==> config.mk <==
export PLATFORM = sky130hd
export DESIGN_NAME = mem_arbiter
export DESIGN_NICKNAME = d
export VERILOG_FILES = /design/src/rtl/mem_arbiter_pkg.sv /design/src/rtl/mem_arb_pick.sv /design/src/rtl/mem_arbiter.sv
export SDC_FILE = /design/constraint.sdc
export NUM_CORES = 1
export LEC_CHECK = 0
export ABC_AREA = 1
export CORE_ASPECT_RATIO = 2
export CORE_MARGIN = 10
export CORE_UTILIZATION = 36
export CTS_CLUSTER_SIZE = 30
export DETAILED_ROUTE_END_ITERATION = 8
export PLACE_DENSITY = 0.93
export SETUP_SLACK_MARGIN = 0.05
export SLEW_MARGIN = 20
export SYNTH_ARGS = -nofsm -noshare
export SYNTH_HDL_FRONTEND = slang
export SYNTH_SLANG_ARGS = --single-unit
==> constraint.sdc <==
create_clock -name clk -period 4.15 [get_ports clk]
set_clock_uncertainty 0.1 [all_clocks]
set_input_delay 1.245 -clock clk [delete_from_list [all_inputs] [get_ports clk]]
set_output_delay 1.245 -clock clk [all_outputs]
set_load 0.01 [all_outputs]
==> src/rtl/mem_arbiter_pkg.sv <==
// Shared types and helpers for mem_arbiter, its grant picker and its bench.
// The picker variant is selected by MEM_ARB_RR_EN (see mem_arb_pick).
package mem_arbiter_pkg;

   localparam int NREQ_MAX = 8;

   function automatic int idw_f(input int nreq);
      return (nreq <= 2) ? 1 : $clog2(nreq);
   endfunction

   // Wide enough for any legal requester count, so one index type serves every build.
   localparam int IDW = idw_f(NREQ_MAX);

   typedef logic [IDW-1:0] arb_idx_t;

   function automatic arb_idx_t onehot_to_idx(input logic [NREQ_MAX-1:0] oh);
      arb_idx_t idx;
      idx = '0;
      for (int i = 0; i < NREQ_MAX; i++) begin
         if (oh[i]) idx |= arb_idx_t'(i);
      end
      return idx;
   endfunction

endpackage

==> src/rtl/mem_arb_pick.sv <==
// Combinational grant picker: round-robin from ptr when MEM_ARB_RR_EN is defined,
// fixed lowest-index priority otherwise.
module mem_arb_pick
   import mem_arbiter_pkg::*;
#(
   parameter int NREQ = 4
) (
   input  logic [NREQ-1:0] req,
`ifdef MEM_ARB_RR_EN
   input  arb_idx_t        ptr,
`endif
   output logic [NREQ-1:0] gnt,
   output arb_idx_t        gnt_idx
);

`ifdef MEM_ARB_RR_EN
   logic [NREQ-1:0] below_ptr;
   logic [NREQ-1:0] upper_req;
   logic [NREQ-1:0] src_req;

   // Requests at or above ptr win first; otherwise wrap to the lowest index.
   always_comb begin
      below_ptr = (NREQ'(1) << ptr) - NREQ'(1);
      upper_req = req & ~below_ptr;
      src_req   = (|upper_req) ? upper_req : req;
      gnt       = src_req & (~src_req + NREQ'(1));
      gnt_idx   = onehot_to_idx(NREQ_MAX'(gnt));
   end
`else
   always_comb begin
      gnt     = req & (~req + NREQ'(1));
      gnt_idx = onehot_to_idx(NREQ_MAX'(gnt));
   end
`endif

endmodule

==> src/rtl/mem_arbiter.sv <==
// Arbitrates NREQ requesters onto one synchronous-read memory port and steers read
// data back to the issuer two cycles after the grant. MEM_ARB_RR_EN selects round-robin.
module mem_arbiter
   import mem_arbiter_pkg::*;
#(
   parameter int ADDR = 4,
   parameter int DATA = 8,
   parameter int NREQ = 4
) (
   input  logic                 clk,
   input  logic                 rst_n,
   input  logic                 arb_en,
   input  logic [NREQ-1:0]      req_valid,
   output logic [NREQ-1:0]      req_ready,
   input  logic [NREQ-1:0]      req_wr,
   input  logic [NREQ*ADDR-1:0] req_addr,
   input  logic [NREQ*DATA-1:0] req_wdata,
   output logic [NREQ-1:0]      rsp_valid,
   output logic [DATA-1:0]      rsp_rdata,
   output logic                 mem_wr,
   output logic [ADDR-1:0]      mem_addr,
   output logic [DATA-1:0]      mem_din,
   input  logic [DATA-1:0]      mem_dout
);

   logic [NREQ-1:0] elig;
   logic [NREQ-1:0] gnt;
   arb_idx_t        gnt_idx;
   logic            hs;

   logic            sel_wr;
   logic [ADDR-1:0] sel_addr;
   logic [DATA-1:0] sel_wdata;

   logic            mem_wr_q,   mem_wr_d;
   logic [ADDR-1:0] mem_addr_q, mem_addr_d;
   logic [DATA-1:0] mem_din_q,  mem_din_d;
   logic            iss_vld_q,  iss_vld_d;
   logic            iss_rd_q,   iss_rd_d;
   arb_idx_t        iss_id_q,   iss_id_d;
   logic            rsp_vld_q,  rsp_vld_d;
   arb_idx_t        rsp_id_q,   rsp_id_d;

`ifdef MEM_ARB_RR_EN
   arb_idx_t        ptr_q, ptr_d;
`endif

   // Requests are masked during reset so req_ready stays low while rst_n is asserted.
   assign elig = req_valid & {NREQ{arb_en & rst_n}};

   mem_arb_pick #(
      .NREQ (NREQ)
   ) u_pick (
      .req     (elig),
`ifdef MEM_ARB_RR_EN
      .ptr     (ptr_q),
`endif
      .gnt     (gnt),
      .gnt_idx (gnt_idx)
   );

   assign req_ready = gnt;
   assign hs        = |gnt;

   // NOTE: every variable written in an always_comb gets a default first, so no path
   // through the block can leave it unassigned and infer a latch.
   always_comb begin
      sel_wr    = 1'b0;
      sel_addr  = '0;
      sel_wdata = '0;
      for (int i = 0; i < NREQ; i++) begin
         if (gnt[i]) begin
            sel_wr    = req_wr[i];
            sel_addr  = req_addr[i*ADDR +: ADDR];
            sel_wdata = req_wdata[i*DATA +: DATA];
         end
      end
   end

   always_comb begin
      mem_wr_d   = hs & sel_wr;
      mem_addr_d = hs ? sel_addr  : mem_addr_q;
      mem_din_d  = hs ? sel_wdata : mem_din_q;
      iss_vld_d  = hs;
      iss_rd_d   = hs & ~sel_wr;
      iss_id_d   = hs ? gnt_idx : iss_id_q;
      rsp_vld_d  = iss_vld_q & iss_rd_q;
      rsp_id_d   = iss_id_q;
   end

   // NOTE: state registers use non-blocking assignments so every flop samples the
   // pre-edge value of its inputs regardless of statement order.
   always_ff @(posedge clk or negedge rst_n) begin
      if (!rst_n) begin
         mem_wr_q   <= 1'b0;
         mem_addr_q <= '0;
         mem_din_q  <= '0;
         iss_vld_q  <= 1'b0;
         iss_rd_q   <= 1'b0;
         iss_id_q   <= '0;
         rsp_vld_q  <= 1'b0;
         rsp_id_q   <= '0;
      end else begin
         mem_wr_q   <= mem_wr_d;
         mem_addr_q <= mem_addr_d;
         mem_din_q  <= mem_din_d;
         iss_vld_q  <= iss_vld_d;
         iss_rd_q   <= iss_rd_d;
         iss_id_q   <= iss_id_d;
         rsp_vld_q  <= rsp_vld_d;
         rsp_id_q   <= rsp_id_d;
      end
   end

`ifdef MEM_ARB_RR_EN
   always_comb begin
      ptr_d = ptr_q;
      if (hs) begin
         ptr_d = (gnt_idx == arb_idx_t'(NREQ - 1)) ? '0 : gnt_idx + arb_idx_t'(1);
      end
   end

   always_ff @(posedge clk or negedge rst_n) begin
      if (!rst_n) ptr_q <= '0;
      else        ptr_q <= ptr_d;
   end
`endif

   assign mem_wr    = mem_wr_q;
   assign mem_addr  = mem_addr_q;
   assign mem_din   = mem_din_q;
   assign rsp_valid = rsp_vld_q ? (NREQ'(1) << rsp_id_q) : '0;
   assign rsp_rdata = mem_dout;

   a_ready_onehot0 : assert property (@(posedge clk) disable iff (!rst_n)
      $onehot0(req_ready));
   a_ready_needs_valid : assert property (@(posedge clk) disable iff (!rst_n)
      (req_ready & ~req_valid) == '0);
   a_rsp_onehot0 : assert property (@(posedge clk) disable iff (!rst_n)
      $onehot0(rsp_valid));

endmodule

==> out/summary.txt, run 1 <==
share of the synthesized area in the top cell type: 39.37%
Post-Syn Area: 1271 um^2
via/cell ratio: 4.769
clk root buf: clkbuf_8
Pre-Repair DR Iteration Count: 6
LEAKAGE: 1.042 nW
post-DP HPWL: 3944 um
Commonest cells post-synth: 55 x nand2_1, 30 x nor2_1, 23 x inv_1
Avg WL per Cell: 15.13 um
DR top layer: met4
worst-margin pin slew: 455.8 ps
largest net degree at the start of global routing: 22
Power Internal: 404.9 uW
first-pass GRT wire length: 7417 um
clock power share: 22.1%
final hold violation count: 0
syn avg cell area: 6.798 um^2
Top FF cell, synth: dfrtp_1
Vias: 1488
share of cells above drive strength 1: 7.955%
TritonCTS Sinks: 20
sequential share of power: 43.4%
initial antenna violation count: 0
Core Area: 3416 um^2
DIE WIDTH: 62.02 um
Seq/Total Area, Yosys: 39.37%
Clk Latency, worst-skew pair: 250 ps
final slew viol count: 0
crit-path max cell delay: 580 ps
Clock Path Buffers: 2
M1 WL: 1454 um
Ant. Diodes: 0
PnR Total Power: 557.2 uW
critical path's slowest cell: clkdlybuf4s50_1
routed length on met3: 452 um
count leader, synth: nand2_1
crit-path cells: clkdlybuf4s50_1 > nand3_1 > nor2_2 > clkdlybuf4s50_1
Setup Buffers After CTS: 0
final wirelength: 4721 um
CTS Buf Count: 3
critical path fanouts, max: 4
leading post-synthesis cells by cell area: dfrtp_1 39%, nand2_1 16%, nor2_1 8.9%, nand3_1 7.5%, inv_1 6.8%
Hold Path Class: reg2reg
DRC: 0
cell taking the most area after synthesis: dfrtp_1
FF-to-FF setup slack: 3370 ps
asr flop ratio synth: 100.0%
count of boundary I/O pins: 96
unrepaired setup endpoints after global routing: no
met2 WL: 2636 um
num rows: 30
fmax: 247.3 MHz
clock transition at the registers of the reported paths: 60 ps
max cap viols: 0
initial drt markers: 54
routability cong.: 0.7792
Rel. slew slack: 69.50%
Die Height: 104.0 um
status: complete, no violations
yosys warns: 0
CP endpoint kind: output port
CP required: 2800 ps
period utilization: 97.46%
Distinct cells, synth: 15
NetSw: 152.4 uW
critical path class: in2out
Gate Count Post-Synth: 187
Worst Path Arrival: 2700 ps
Worst VDD drop: 0.0002408 V
Layout Area Growth over Synthesis: 67.32%
EDFF count, synth: 0
vias in the first global route: 1580
grt ovf: 0
Sw Ratio: 27.34%
overall routing resource usage: 15.06%
number of synthesized register bits: 20
Mapped Nets: 254
Detail Route Antenna Nets: 0
Setup TNS Final: 0 ps
Most Frequent Cell on Critical Path: clkdlybuf4s50_1
Final setup viols: 0
fin crit period: 4044 ps
CTS tree: yes
IO buf count: 79
Comb pwr share: 34.5%
die area: 6452 um^2
startpoint types: input port
H-tree Lvls: 1
Nets: 333
Cell Pwr Density: 262.0 nW/um^2
initial core utilization: 37.22%
-- critical path, delay by kind of cell --
kind / cells / cell delay (ps)
buf+inv: 2 / 1130
simple gates: 2 / 320
-- flip-flops by register name, indices dropped and copies added (netlist names) --
| name | flops |
|---|---|
| mem_addr | 4 |
| mem_din | 8 |
| iss_vld_q | 1 |
| iss_id_q | 2 |
| rsp_vld_q | 1 |
| iss_rd_q | 1 |
| rsp_id_q | 2 |
| mem_wr | 1 |
-- layout make-up --
class / count / area (um^2)
Fill cell: 303 / 1289
Inverter: 25 / 93.84
Sequential cell: 20 / 500.5
Clock buffer: 3 / 41.29
Timing Repair Buffer: 89 / 863.3
Tap cell: 48 / 60.06
Multi-Input combinational cell: 127 / 568.0
-- worst paths after layout --
path | start | end | cells after the start
max | rst_n | req_ready[1] | 4
min | iss_id_q[1]$_DFFE_PN0P_ | rsp_id_q[1]$_DFF_PN0_ | 0
max reg2reg | mem_din[4]$_DFFE_PN0P_ | mem_din[4]$_DFFE_PN0P_ | 2
min reg2reg | iss_id_q[1]$_DFFE_PN0P_ | rsp_id_q[1]$_DFF_PN0_ | 0
max in group asynchronous | rst_n | mem_din[1]$_DFFE_PN0P_ | 2
min in group asynchronous | rst_n | mem_din[3]$_DFFE_PN0P_ | 2
-- routing by layer --
layer | vias up | GRT usage [%]
li1 | 728 | -
met1 | 683 | 13.78
met4 | 0 | 7.235
met3 | 16 | 5.501
met2 | 61 | 26.84
met5 | - | 0
-- power by group through the flow --
stage	clock, mW	sequential, mW	combinational, mW
after floorplan	0	0.254	0.0623
after global placement	0	0.243	0.191
after detailed placement	0	0.246	0.195
after CTS	0.125	0.242	0.196
after global routing	0.130	0.246	0.209
final	0.123	0.242	0.192
-- through the flow --
step | hold slack [ps] | utilization, % | setup slack, ps | std cells | cell area, um^2
after global placement | 265.1 | 61.14 | 81.36 | 309 | 2088
final | 282.6 | 62.27 | 105.6 | 312 | 2127
after CTS | 283.0 | 62.27 | 94.12 | 312 | 2127
after detailed placement | 266.8 | 61.14 | 42.76 | 309 | 2088
after global routing | 300.6 | 62.27 | 72.30 | 312 | 2127
after floorplan | 254.0 | - | 1031 | 187 | 1271
-- cells by family (layout without fill, tap and decap cells) --
| logic type | Yosys count | after routing | share of synthesized area [%] |
|---|---|---|---|
| DFF | 20 | 20 | 39.37 |
| buffers and inverters | 40 | 117 | 15.94 |
| AOI/OAI and AO/OA | 1 | 1 | 1.280 |
| and+or+nand+nor | 126 | 126 | 43.41 |
-- layout by cell type, fill, tap and decap left out --
cell,netlist,layout
clkdlybuf4s50_1,0,77
nand2_1,55,55
nor2_1,30,30
inv_1,23,23
dfrtp_1,20,20
nand3_1,19,19
nand4_1,13,13
buf_4,11,10
nor3_1,4,4
clkbuf_8,0,3
nand2_2,2,2
inv_2,2,2
nor2_2,2,2
dlygate4sd2_1,0,2
nor2_4,1,1
o21ai_4,1,1
-- what timing repair did --
item,CTS,global route
gates resized for setup,2,0
endpoints found under the setup margin,2,0
hold buffers,0,0
(Power assumes the default switching activity.)
==> inputs of run 2 (changes only) <==
Settings changed: ABC_CLOCK_PERIOD_IN_PS from default to 4150.
==> results of run 2 <==
Final layout, timing and power as in run 1 (identical DEF).
==> inputs of run 3 (changes only) <==
Settings changed: CORE_ASPECT_RATIO 2 to 0.7.
==> run 3 against run 2 <==
Effect of this change: clock-buffer cell count is the same; flip-flop and latch count is the same; non-clock buffer count shrank 2; critical path depth is the same; via count shrank 4.0%; first-iteration DRC count grew 83%.
==> out/summary.txt, run 3 (same netlist as run 1, synthesis figures left out) <==
Cell Pwr Density: 292.7 nW/um^2
Vias: 1429
final wirelength: 4654 um
Post-CTS Hold Fix Bufs: 0
Detail Route Antenna Nets: 0
initial core utilization: 38.81%
routability cong.: 0.8018
largest net degree at the start of global routing: 22
Die Height: 69.72 um
critical path class: in2out
Most Frequent Cell on Critical Path: clkdlybuf4s50_1
register area: 500.5 um^2
Sw Ratio: 25.37%
num rows: 17
Nets: 331
H-tree Lvls: 1
Rel. slew slack: 65.85%
TritonCTS Sinks: 20
Final setup viols: 0
max cap viols: 0
Clock Path Buffers: 2
initial antenna violation count: 0
commonest non-fill, non-tap cell in the layout: clkdlybuf4s50_1
Avg WL per Cell: 15.01 um
IO buf count: 79
NetSw: 158.9 uW
Comb pwr share: 30.3%
CTS tree: yes
DIE WIDTH: 91.03 um
clk root buf: clkbuf_8
critical path's slowest cell: clkdlybuf4s50_1
CP endpoint kind: output port
vias in the first global route: 1461
startpoint types: input port
unrepaired setup endpoints after global routing: no
LEAKAGE: 1.048 nW
final hold violation count: 0
FILL cells: 309
overall routing resource usage: 14.05%
FF-to-FF setup slack: 3360 ps
first-pass GRT wire length: 7272 um
fmax: 250.3 MHz
worst-margin pin slew: 510.3 ps
die area: 6346 um^2
count of boundary I/O pins: 96
M2 GR Usage: 24.49%
family with the most delay on the worst path: buffers and inverters
sequential share of power: 38.6%
Hold Path Class: reg2reg
status: complete, no violations
DRC: 0
period utilization: 96.26%
post-DP HPWL: 3668 um
crit-path cells: clkdlybuf4s50_1 > nand3_1 > nor2_2 > clkdlybuf4s50_1
Power Internal: 467.3 uW
Final Non-Filler Cells: 310
via/cell ratio: 4.610
Pre-Repair DR Iteration Count: 4
share of cells above drive strength 1: 7.605%
multi-input logic area: 568.0 um^2
critical path fanouts, max: 4
CP required: 2800 ps
placed inst area: 2072 um^2
clock power share: 31.1%
Worst Path Arrival: 2650 ps
GR peak layer: met2
Core Area: 3276 um^2
M1 GR Usage: 15.35%
max reg flops: 8
Layout Area Growth over Synthesis: 68.31%
worst path bufs/invs: 2
clock transition at the registers of the reported paths: 80 ps
Clk Latency, worst-skew pair: 260 ps
CTS Buf Count: 3
most frequent cells in the layout: 76 x clkdlybuf4s50_1, 55 x nand2_1, 30 x nor2_1
initial drt markers: 99
Worst VDD drop: 0.0002029 V
placed insts: 306
Ant. Diodes: 0
crit-path max cell delay: 580 ps
met3 Usage GRT: 6.681%
Final Instance Area: 2140 um^2
final slew viol count: 0
fin crit period: 3995 ps
grt ovf: 0
==> run 3: cell types whose count changed in the layout (fill, tap and decap cells not counted), sizes merged <==
cell / before / now
buf: 10 / 8
dlygate4sd2: 2 / 3
bufinv: 0 / 1
clkdlybuf4s50: 77 / 76
==> run 3: area by class of cell <==
cell class                      instances  area share [%]
Clock buffer                            3           1.930
Tap cell                               47           2.749
Multi-Input combinational cell        127           26.55
Inverter                               25           4.386
Timing Repair Buffer                   87           39.59
Sequential cell                        20           23.39
Clock inverter                          1           1.404
==> run 3: routing by layer <==
metal / wire [um] / vias to the layer above
met5: 0 / -
met4: 17 / 0
met3: 376 / 2
met2: 2290 / 48
met1: 1970 / 651
li1: - / 728
==> run 3: per-stage QoR <==
step	hold slack (ps)	util (%)	total power, mW	TNS (ps)	setup WS, ps
3_5_place_dp	262.7	63.25	0.4371	-19.08	-19.08
4_1_cts	281.8	65.32	0.6327	0	145.0
5_1_grt	300.4	65.32	0.6588	0	102.8
3_3_place_gp	258.2	63.25	0.4323	0	30.66
6_report	282.7	65.32	0.6261	0	155.3
2_1_floorplan	254.0	-	0.3160	0	1031
==> run 3: timing repair <==
| action | 4_1_cts | 5_1_grt |
|---|---|---|
| gates resized for setup | 3 | 0 |
| setup endpoints to repair | 2 | 0 |
| buffers inserted | 0 | 0 |
==> run 3: worst paths after layout <==
check | cells past startpoint | start | to
max in group asynchronous | 2 | rst_n | mem_addr[0]$_DFFE_PN0P_
worst max register to register | 2 | mem_addr[0]$_DFFE_PN0P_ | mem_addr[0]$_DFFE_PN0P_
worst max-delay path | 4 | arb_en | req_ready[1]
worst min-delay path | 0 | iss_id_q[1]$_DFFE_PN0P_ | rsp_id_q[1]$_DFF_PN0_
worst min register to register | 0 | iss_id_q[1]$_DFFE_PN0P_ | rsp_id_q[1]$_DFF_PN0_
min in group asynchronous | 2 | rst_n | mem_din[0]$_DFFE_PN0P_
==> run 3: power by group through the flow <==
stage	Combinational, mW	Clock (mW)	Sequential [mW]
5_1_grt	0.208	0.206	0.245
2_1_floorplan	0.0623	0	0.254
3_3_place_gp	0.189	0	0.244
6_report	0.190	0.195	0.241
4_1_cts	0.192	0.199	0.241
3_5_place_dp	0.192	0	0.245
==> run 3: worst register-to-register path, stage by stage (launching register included) <==
cell and delay [ps]:
dfrtp_1 390, nand4_1 110, nand3_1 80
